[src/rtl/clk_div_mon_if.sv]
// clk_div_mon_if: monitored clock, controls and measurement results of clk_div_mon
interface clk_div_mon_if #(parameter int CNT_WIDTH = 8);
    logic                 mon_in;
    logic                 enable;
    logic                 err_clr;
    logic [CNT_WIDTH-1:0] half_period;
    logic                 meas_valid;
    logic                 in_range;
    logic                 stuck;
    logic [7:0]           err_cnt;
    modport master (output mon_in, enable, err_clr,
                    input  half_period, meas_valid, in_range, stuck, err_cnt);
    modport slave  (input  mon_in, enable, err_clr,
                    output half_period, meas_valid, in_range, stuck, err_cnt);
endinterface

[src/rtl/clk_div_mon.sv]
// clk_div_mon: measures half-periods of a slow clock in the clk_in domain,
// flags out-of-window and stuck conditions and counts them with saturation
module clk_div_mon #(
    parameter int CNT_WIDTH = 8,
    parameter int EXP_HALF  = 3,
    parameter int TOL       = 1,
    parameter int TIMEOUT   = 64
) (
    input logic          clk_in,
    input logic          rst_n,
    clk_div_mon_if.slave bus
);
    typedef enum logic [1:0] {IDLE, ACQUIRE, MEASURE} state_t;
    // window bounds kept as int so a negative lower bound cannot wrap
    localparam int LO = EXP_HALF - TOL;
    localparam int HI = EXP_HALF + TOL;
    localparam logic [CNT_WIDTH-1:0] TO  = CNT_WIDTH'(TIMEOUT);
    localparam logic [CNT_WIDTH-1:0] ONE = CNT_WIDTH'(1);
    state_t               state, state_nxt;
    logic                 s1, s2, s3, edge_det;
    logic [CNT_WIDTH-1:0] cnt, cnt_nxt, cnt_sat;
    logic                 do_meas, set_stuck, clr_stuck, win, err_evt;

    assign edge_det = s2 ^ s3;
    assign cnt_sat  = &cnt ? cnt : cnt + ONE;
    assign win      = (int'(cnt) >= LO) && (int'(cnt) <= HI);
    assign err_evt  = (do_meas && !win) || (set_stuck && !bus.stuck);

    always_comb begin
        state_nxt = state;
        cnt_nxt   = cnt_sat;
        do_meas   = 1'b0;
        set_stuck = 1'b0;
        clr_stuck = 1'b0;
        if (!bus.enable) begin
            state_nxt = IDLE;
            cnt_nxt   = '0;
            clr_stuck = 1'b1;
        end else if (state == IDLE) begin
            state_nxt = ACQUIRE;
            cnt_nxt   = '0;
        end else if (edge_det) begin
            state_nxt = MEASURE;
            cnt_nxt   = ONE;
            clr_stuck = 1'b1;
            do_meas   = (state == MEASURE);
        end else if (cnt == TO) begin
            state_nxt = ACQUIRE;
            set_stuck = 1'b1;
        end
    end

    always_ff @(posedge clk_in or negedge rst_n) begin
        if (!rst_n) begin
            s1              <= 1'b0;
            s2              <= 1'b0;
            s3              <= 1'b0;
            state           <= IDLE;
            cnt             <= '0;
            bus.half_period <= '0;
            bus.meas_valid  <= 1'b0;
            bus.in_range    <= 1'b0;
            bus.stuck       <= 1'b0;
            bus.err_cnt     <= '0;
        end else begin
            s1             <= bus.mon_in;
            s2             <= s1;
            s3             <= s2;
            state          <= state_nxt;
            cnt            <= cnt_nxt;
            bus.meas_valid <= do_meas;
            if (do_meas) begin
                bus.half_period <= cnt;
                bus.in_range    <= win;
            end
            bus.stuck   <= set_stuck | (bus.stuck & ~clr_stuck);
            bus.err_cnt <= bus.err_clr ? '0 :
                           (err_evt && !(&bus.err_cnt)) ? bus.err_cnt + 8'd1 : bus.err_cnt;
        end
    end
endmodule
[src/flat_wrapper.sv]
// flat-port wrapper written by rule: the top's interface ports become plain ports
module clk_div_mon_flat 
#(
    parameter int CNT_WIDTH = 8,
    parameter int EXP_HALF  = 3,
    parameter int TOL       = 1,
    parameter int TIMEOUT   = 64
)
  (clk_in, rst_n, bus_mon_in, bus_enable, bus_err_clr, bus_half_period, bus_meas_valid, bus_in_range, bus_stuck, bus_err_cnt);
  clk_div_mon_if #(.CNT_WIDTH(CNT_WIDTH)) bus_i ();
  input logic clk_in;
  input logic rst_n;
  input wire logic [$bits(bus_i.mon_in)-1:0] bus_mon_in;
  input wire logic [$bits(bus_i.enable)-1:0] bus_enable;
  input wire logic [$bits(bus_i.err_clr)-1:0] bus_err_clr;
  output wire logic [$bits(bus_i.half_period)-1:0] bus_half_period;
  output wire logic [$bits(bus_i.meas_valid)-1:0] bus_meas_valid;
  output wire logic [$bits(bus_i.in_range)-1:0] bus_in_range;
  output wire logic [$bits(bus_i.stuck)-1:0] bus_stuck;
  output wire logic [$bits(bus_i.err_cnt)-1:0] bus_err_cnt;
  assign bus_i.mon_in = bus_mon_in;
  assign bus_i.enable = bus_enable;
  assign bus_i.err_clr = bus_err_clr;
  assign bus_half_period = bus_i.half_period;
  assign bus_meas_valid = bus_i.meas_valid;
  assign bus_in_range = bus_i.in_range;
  assign bus_stuck = bus_i.stuck;
  assign bus_err_cnt = bus_i.err_cnt;
  clk_div_mon #(.CNT_WIDTH(CNT_WIDTH), .EXP_HALF(EXP_HALF), .TOL(TOL), .TIMEOUT(TIMEOUT)) u_core (.clk_in(clk_in), .rst_n(rst_n), .bus(bus_i));
endmodule
[config.mk]
export PLATFORM = sky130hd
export DESIGN_NAME = clk_div_mon_flat
export DESIGN_NICKNAME = d
export VERILOG_FILES = /design/src/rtl/clk_div_mon_if.sv /design/src/rtl/clk_div_mon.sv /design/src/flat_wrapper.sv
export SDC_FILE = /design/constraint.sdc
export NUM_CORES = 1
export LEC_CHECK = 0
export CAP_MARGIN = 0
export CORE_ASPECT_RATIO = 1.5
export CORE_MARGIN = 2
export CORE_UTILIZATION = 47
export DETAILED_ROUTE_END_ITERATION = 16
export GPL_TIMING_DRIVEN = 0
export PLACE_DENSITY = 0.8
export SLEW_MARGIN = 20
export SYNTH_ARGS = -nofsm -noshare
export SYNTH_HDL_FRONTEND = slang
export SYNTH_SLANG_ARGS = --single-unit
export TNS_END_PERCENT = 30
[constraint.sdc]
create_clock -name clk_in -period 2.15 [get_ports clk_in]
set_clock_uncertainty 0.15 [all_clocks]
set_input_delay 0.215 -clock clk_in [delete_from_list [all_inputs] [get_ports clk_in]]
set_output_delay 0.215 -clock clk_in [all_outputs]
set_load 0.02 [all_outputs]
[After elaboration in Yosys (flattened, before gate mapping)]
Index checks and enable logic that the tools add are counted.
Cells by class
  add/sub/neg operators: 2
  $lt $le $gt $ge: 2
  eq/ne operators: 4
  mux-type cells: 20
  bitwise logic cells: 4
  reduce and logical (&&, ||, !) cells: 12
Operator list (number)
  8-bit two-way mux: 6
  8-bit by 1-bit adder with 8-bit output (second input constant): 2
  8-bit AND reduction: 2
  1-bit two-way mux: 10
  8-bit by 7-bit == test with 1-bit output (second input constant): 1
  8-bit by 2-bit greater-or-equal comparator with 1-bit output (second input constant): 1
  8-bit by 3-bit less-or-equal comparator with 1-bit output (second input constant): 1
  2-bit two-way mux: 4
  1-bit logical AND: 4
  4-bit by 1-bit inequality test with 1-bit output (second input constant): 1
  4-bit by 3-bit inequality test with 1-bit output (second input constant): 1
  1-bit zero test: 3
  2-bit == test (second input constant): 1
  2-bit zero test: 1
  2-bit nonzero test: 1
  1-bit AND: 1
  1-bit logical OR: 1
  1-bit NOT: 1
  1-bit OR: 1
  1-bit bitwise XOR: 1
Storage, ports and cells
  bits in registers: 32
  input bits: 5
  output and inout bits: 19
  logic and storage cells: 54

[Depth between registers and ports, before layout]
Gate-level depths: netlist of run 1.
  word-level depth: 10
  mapped depth: 8
  gate-level depth less buffers: 7

[Least setup slack after synthesis of run 1]
Ideal clock, no wire load.
  path type: reg-to-reg
  start point: reg u_core.cnt[4]
  end point: reg u_core.bus.err_cnt[7]
  setup time: 0.128 ns
  arrival time: 2.091 ns
  data required time: 1.872 ns
  path slack: -0.219 ns
  stages on the path, launching flop included: 7
  path buffers: 1
  clock period less this slack: 2.369 ns
  cell sequence: dfrtp_1 nor4_4 nand4b_2 or4b_1 buf_2 a211oi_2 mux2_1
On the way
  word-level cells in the longest chain between the ends: 9
  elaborated cells on any way between the ends: 14
  classes of those cells: 2 x order compare; 1 x eq/ne; 4 x mux; 7 x reduce/logical
Ends and longest elaborated chain
  start, declared: RTL line clk_div_mon.sv:21  | logic [CNT_WIDTH-1:0] cnt, cnt_nxt, cnt_sat;
  start signal, assigned: RTL line clk_div_mon.sv:70  | cnt <= cnt_nxt;
  8-bit by 7-bit == test with 1-bit output: RTL line clk_div_mon.sv:47  | end else if (cnt == TO) begin
  1-bit two-way mux: RTL line clk_div_mon.sv:47
  1-bit two-way mux: RTL line clk_div_mon.sv:42  | end else if (edge_det) begin
  1-bit two-way mux: RTL line clk_div_mon.sv:39  | end else if (state == IDLE) begin
  1-bit two-way mux: RTL line clk_div_mon.sv:35  | if (!bus.enable) begin
  1-bit logical AND: RTL line clk_div_mon.sv:27  | assign err_evt = (do_meas && !win) || (set_stuck && !bus.stuck);
  1-bit logical OR *: RTL line clk_div_mon.sv:27
  1-bit logical AND *: RTL line clk_div_mon.sv:78  | (err_evt && !(&bus.err_cnt)) ? bus.err_cnt + 8'd1 : bus.err_cnt;
  2-bit nonzero test (no line) *
  end signal, assigned: RTL line clk_div_mon.sv:77  | bus.err_cnt <= bus.err_clr ? '0 :
  end, declared: RTL line clk_div_mon_if.sv:14  | output half_period, meas_valid, in_range, stuck, err_cnt);
Mark *: on every way between the ends. The rest lies on a longest branch, timed or not.
A chain may end at the register's enable or synchronous reset.

[Worst setup path in the final report of run 1]
  start point: reg u_core.cnt[7]
  end point: reg u_core.bus.err_cnt[7]
The elaborated chain is that of the path after synthesis.

==> metrics.txt, run 1 <==
Fin. Hold Viols 0; Setup CP Type flip-flop to flip-flop; clock latency on the worst-skew pair about 0.28 ns; final hold slack about 0.20 ns; Hold Path Depth 0; Worst setup SP type flip-flop; io pins 24; EDFF count, synth 0; FF-to-FF path depth 5; Top FF cell, synth dfrtp_1; sequential cell fraction of total power roughly 54%; Pwr Density around 580 mW/mm^2; final setup TNS -0.925 ns; Post-Layout Inst Area between 0.002 and 0.0025 mm^2; Yosys reg bits 32; clock sink count 32; top cells by area, synth dfrtp_1, mux2_2, nor2_1; sequential-to-total area share from yosys stat roughly half; library cells used by synthesis 33; Synth Cell Area 0.00156 mm^2; LEAKAGE about 0.87 nW; Layout Area Growth over Synthesis 30.3%; Crit path arrival time ~2.4 ns; Slew @ Worst Pin between 0.7 and 0.8 ns; most common cell in the netlist dfrtp_1; total number of vias between 1,000 and 1,500; worst slack at placement -0.458 ns; nets@finish 186; row cnt 25; area of the multi-input gates between 700 and 800 um^2; internal cell power between 0.8 and 0.9 mW; DR pass1 iterations 4; Final Setup Violations 6; starting density of the core 49.3%; post-synth top area share about half; most frequent cells after synthesis dfrtp_1, nor2_1, mux2_2, a21oi_1; required time worst endpoint between 2 and 2.5 ns; cts bufs inserted 5; die extent in y roughly 74 um; Setup WS post-layout -0.230 ns; Placed Area between 0.0015 and 0.002 mm^2; RSZ-0062 raised after global routing yes; Final ANT Viol Nets 0; initial antenna violation count 0; MaxCap Viol Count 0; Initial DRC Count 34; fin crit share 111%; pin count of the biggest net entering global routing 33; Yosys warnings 0; post-synthesis cell count 143; area leader, netlist dfrtp_1; min Tclk post-route around 2.4 ns; crit path from u_core.cnt[7]$_DFFE_PN0P_; worst hold path type flip-flop to flip-flop; IO Port Bufs 23; Sw Share 24.1%; CTS Root Cell clkbuf_8; clk slew on worst S/H paths 0.06 ns; Die ar. around 0.0038 mm^2; Design Power 1.17 mW; share of cells above drive strength 1 between 20% and 30%; dpl cells around 210; Gate power share under 10%; Fmax achieved 420 MHz; vias in the first global route between 1,000 and 1,500; worst setup path end u_core.bus.err_cnt[7]$_DFFE_PN0P_; residual DRC count 0; Synth Area per Inst approximately 11 um^2; slew margin rel. 52.1%; Clock Path Buffers 2; Core ar. 0.00316 mm^2; failing checks setup timing; GPL Wtd Cong 0.841; Die Wd approximately 50 um; worst reg2reg setup slack -0.23 ns; first-pass GRT wire length a little under 6 mm; reg2reg end u_core.bus.err_cnt[7]$_DFFE_PN0P_; Async S/R FF share, synth 100%; sw power between 0.2 and 0.3 mW; dpl hpwl around 2.3 mm; gr usage total roughly a fifth; fin cells 218; fill count about 280; clock share of power between 30% and 40%; CTS tree yes; Max Slew Vio Count 0; Synth Net Count between 150 and 200; reg2reg start u_core.cnt[7]$_DFFE_PN0P_; # diodes 0; Vias/cell 5.70; H-tree depth 2; peak supply drop ~0.00055 V; WL final about 3.4 mm; final core occ around 64%; crit-path max FO 7; register area between 800 and 900 um^2; total congestion overflow 0; crit end category flip-flop; Avg WL per Cell ~16 um; status finished, violations left
[cell type report]
class                           count  share of cell area (%)
Buffer                              2                   0.370
Clock buffer                        6                    3.58
Clock inverter                      1                   0.247
Inverter                            3                   0.555
Multi-Input combinational cell    104                    39.0
Sequential cell                    32                    39.9
Tap cell                           40                    2.47
Timing Repair Buffer               30                    13.8
[power groups by stage]
stage | Sequential, mW | Combinational (mW) | Clock [mW]
3_3_place_gp | 0.645 | 0.100 | 0
5_1_grt | 0.637 | 0.123 | 0.460
2_1_floorplan | 0.653 | 0.0466 | 0
6_report | 0.635 | 0.111 | 0.421
4_1_cts | 0.635 | 0.110 | 0.440
3_5_place_dp | 0.646 | 0.105 | 0
[registers in the layout, indices dropped and copies added (netlist names)]
register / flops
u_core.s3: 1
u_core.s2: 1
u_core.bus.half_period: 8
u_core.cnt: 8
u_core.bus.stuck: 1
u_core.state: 2
u_core.bus.meas_valid: 1
u_core.s1: 1
u_core.bus.err_cnt: 8
u_core.bus.in_range: 1
[worst min-delay path by stage]
stage	from	endpoint	slack (ns)
6_report	u_core.s1$_DFF_PN0_	u_core.s2$_DFF_PN0_	0.20
5_1_grt	u_core.s1$_DFF_PN0_	u_core.s2$_DFF_PN0_	0.21
4_1_cts	u_core.s1$_DFF_PN0_	u_core.s2$_DFF_PN0_	0.20
3_5_place_dp	rst_n	u_core.bus.err_cnt[3]$_DFFE_PN0P_	0.15
3_3_place_gp	u_core.s1$_DFF_PN0_	u_core.s2$_DFF_PN0_	0.18
2_1_floorplan	rst_n	u_core.bus.err_cnt[0]$_DFFE_PN0P_	-0.23
[layout by cell type, fill, tap and decap left out, types with 4 or more instances in the layout]
cell	instances
dfrtp_1	25
clkdlybuf4s50_1	22
nor2_1	16
mux2_2	11
nor2b_1	7
nand3_1	7
dfrtp_2	7
o21ai_0	6
buf_4	6
nor3_1	5
and3_1	5
a21oi_1	5
clkbuf_8	5
nand2_1	4
nand4_1	4
mux2_4	4
[per-layer routing]
| metal | GRT usage, % | wire length, um | up-vias |
|---|---|---|---|
| met1 | 22.6 | 1350 | 625 |
| met4 | 11.1 | 81 | 0 |
| met5 | 0 | 0 | - |
| met2 | 36.7 | 1890 | 29 |
| li1 | - | - | 582 |
| met3 | 5.02 | 126 | 7 |
[kinds of logic (layout without fill, tap and decap cells)]
family / after synthesis / count (layout) / synth area share (%)
AOI/OAI and AO/OA: 24 / 24 / 9.81
xor gates and xnor gates: 4 / 4 / 2.25
adders and majority gates: 3 / 3 / 2.41
buffers and inverters: 7 / 42 / 1.77
DFF: 32 / 32 / 51.4
muxes: 15 / 15 / 10.9
and+or+nand+nor: 58 / 58 / 21.5
[what timing repair did]
item	CTS	global route
hold endpoints to repair	32	0
gates resized for setup	8	8
hold buffers	1	0
buffers inserted	4	2
pin swaps	4	5
setup endpoints to repair	8	8
[worst max-delay path, stage by stage, from the launching register on]
cell      delay [ns]
dfrtp_2         0.43
nor4_4          0.36
nand4b_4        0.14
or4b_4          0.61
a211oi_4        0.26
mux2_4          0.32
Note: power is estimated with default switching activity, not from simulation.
==> run 2: changes to the inputs <==
--- a/constraint.sdc
+++ b/constraint.sdc
@@ -3,3 +3,3 @@
 set_input_delay 0.215 -clock clk_in [delete_from_list [all_inputs] [get_ports clk_in]]
 set_output_delay 0.215 -clock clk_in [all_outputs]
-set_load 0.02 [all_outputs]
+set_load 0.01 [all_outputs]
==> run 2 against run 1 <==
  * Clock power rose by 14%
  * The run still ends with setup timing left
  * Global-route usage rose by 0.15 points
  * Cell area rose by 0.62%
  * Total power rose by 4.1%
  * Largest power group unchanged
  * Worst hold slack got worse by 0.0013 ns
  * Critical path depth rose by 1
  * Register-to-register slack improved by 0.06 ns
  * Final cell count rose by 0.92%
  * Setup slack improved by 0.060 ns
  * Combinational power fell by 7%
  * Critical endpoint is now u_core.bus.err_cnt[4]$_DFFE_PN0P_
  * Utilization rose by 0.40 points
==> metrics.txt, run 2 (synthesized netlist as in run 1, its figures left out) <==
Post-Layout Inst Area 0.00204 mm^2 (+0.62%); leading cell type in the layout, fill and taps excluded dfrtp_1; Initial DRC Count 30 (-12%); final setup TNS -0.826 ns (+0.0988 ns); min Tclk post-route 2.32 ns (-0.0595 ns); status finished, violations left; cts bufs inserted 5 (unchanged); total number of vias 1,243 (unchanged); failing checks setup timing; dpl hpwl 2.39 mm (+2.8%); clock latency on the worst-skew pair 0.29 ns (about the same); Final Setup Violations 6 (unchanged); crit-path max FO 7 (unchanged); fin cells 220 (+0.92%); share of cells above drive strength 1 27.2% (+0.26 points); Core ar. 0.00316 mm^2 (unchanged); Fin. Hold Viols 0 (unchanged); Die ar. 0.00380 mm^2 (unchanged); io pins 24 (unchanged); Worst setup SP type flip-flop; Crit path arrival time 2.35 ns (-0.05 ns); RSZ-0062 raised after global routing yes; worst hold path type flip-flop to flip-flop; die extent in y 74.5 um (unchanged); biggest regs u_core.bus.err_cnt x8, u_core.bus.half_period x8, u_core.cnt x8; clk slew on worst S/H paths 0.06 ns (about the same); row cnt 25 (unchanged); fin crit share 108% (-2.8 points); final core occ 64.6% (+0.40 points); clock sink count 32 (unchanged); Layout Area Growth over Synthesis 31.1%; peak supply drop 0.000604 V (+10%); Slew @ Worst Pin 0.706 ns (-0.0120 ns); Setup CP Type flip-flop to flip-flop; crit end category flip-flop; area of the multi-input gates 778 um^2 (-1.7%); total congestion overflow 0 (unchanged); Clock Path Buffers 2 (unchanged); initial antenna violation count 0 (unchanged); Fmax achieved 431 MHz (+2.6%); fill count 258 (-6.5%); IO Port Bufs 23 (unchanged); LEAKAGE 0.883 nW (+1.9%); starting density of the core 49.3% (unchanged); Die Wd 51.0 um (unchanged); Avg WL per Cell 15.6 um (-1.1%); residual DRC count 0 (unchanged); # diodes 0 (unchanged); GPL Wtd Cong 0.832 (-1.1%); Pwr Density 596 mW/mm^2 (+3.5%); WL final 3.44 mm (-0.23%); Setup WS post-layout -0.170 ns (+0.0595 ns); dpl cells 206 (unchanged); vias in the first global route 1,277 (-2.3%); H-tree depth 2 (unchanged); most frequent cells in the layout dfrtp_1, clkdlybuf4s50_1, nor2_1; CTS tree yes; slew margin rel. 52.9% (+0.80 points); Placed Area 0.00184 mm^2 (-0.27%); DR pass1 iterations 4 (unchanged); worst slack at placement -0.489 ns (-0.0309 ns); required time worst endpoint 2.18 ns (about the same); MaxCap Viol Count 0 (unchanged); nets@finish 187 (+0.54%); CTS Root Cell clkbuf_8; first-pass GRT wire length 5.80 mm (+0.35%); Max Slew Vio Count 0 (unchanged); Final ANT Viol Nets 0 (unchanged); gr usage total 20.9% (+0.15 points); Vias/cell 5.65 (-0.91%); register area 810 um^2 (unchanged); pin count of the biggest net entering global routing 33 (unchanged)
-- run 2: path summary, 6_finish.rpt --
path                                                start                                 to  slack (ns)  cells after the start
worst min register to register        u_core.s1$_DFF_PN0_                u_core.s2$_DFF_PN0_        0.20                      0
min in group asynchronous                           rst_n  u_core.bus.err_cnt[4]$_DFFE_PN0P_        0.36                      2
max in group asynchronous                           rst_n          u_core.cnt[7]$_DFFE_PN0P_        0.99                      2
worst max-delay path            u_core.cnt[4]$_DFFE_PN0P_  u_core.bus.err_cnt[4]$_DFFE_PN0P_       -0.17                      6
worst max register to register  u_core.cnt[4]$_DFFE_PN0P_  u_core.bus.err_cnt[4]$_DFFE_PN0P_       -0.17                      6
worst min-delay path                  u_core.s1$_DFF_PN0_                u_core.s2$_DFF_PN0_        0.20                      0
-- run 2: area by class of cell --
class / count / area share [%]
Buffer: 2 / 0.368
Clock buffer: 6 / 4.05
Clock inverter: 2 / 0.490
Inverter: 3 / 0.552
Multi-Input combinational cell: 104 / 38.1
Sequential cell: 32 / 39.7
Tap cell: 40 / 2.45
Timing Repair Buffer: 31 / 14.3
-- run 2: power breakdown --
group / internal [mW] / switching, mW / total, mW
Clock: 0.255 / 0.223 / 0.478
Combinational: 0.0468 / 0.0561 / 0.103
Sequential: 0.620 / 0.0151 / 0.635
-- run 2: metrics by stage --
step | total power [mW] | hold WS (ns)
global placement | 0.739 | 0.184
detailed placement | 0.743 | 0.154
CTS | 1.23 | 0.203
finish | 1.22 | 0.200
global route | 1.26 | 0.216
floorplan | 0.693 | -0.231
-- run 2: what timing repair did --
action                                  CTS  global route
pin swaps                                 4             2
cloned                                    0             0
endpoints found under the setup margin    8            17
hold buffers                              1             0
resized for setup                        11             5
setup buffers                             5             2
hold endpoints to repair                 32             0
-- run 2: critical path, stage by stage, from the launching register on --
cell      delay (ns)
dfrtp_2         0.42
nor4_4          0.35
nand4b_4        0.14
or4b_4          0.56
buf_6           0.15
a21oi_4         0.13
mux2_4          0.31
-- run 2: per-layer routing --
layer  wire length (um)  track usage (%)
met5                  0                0
met1               1270             22.7
met4                 83             10.2
met2               1930             37.1
met3                148             5.62
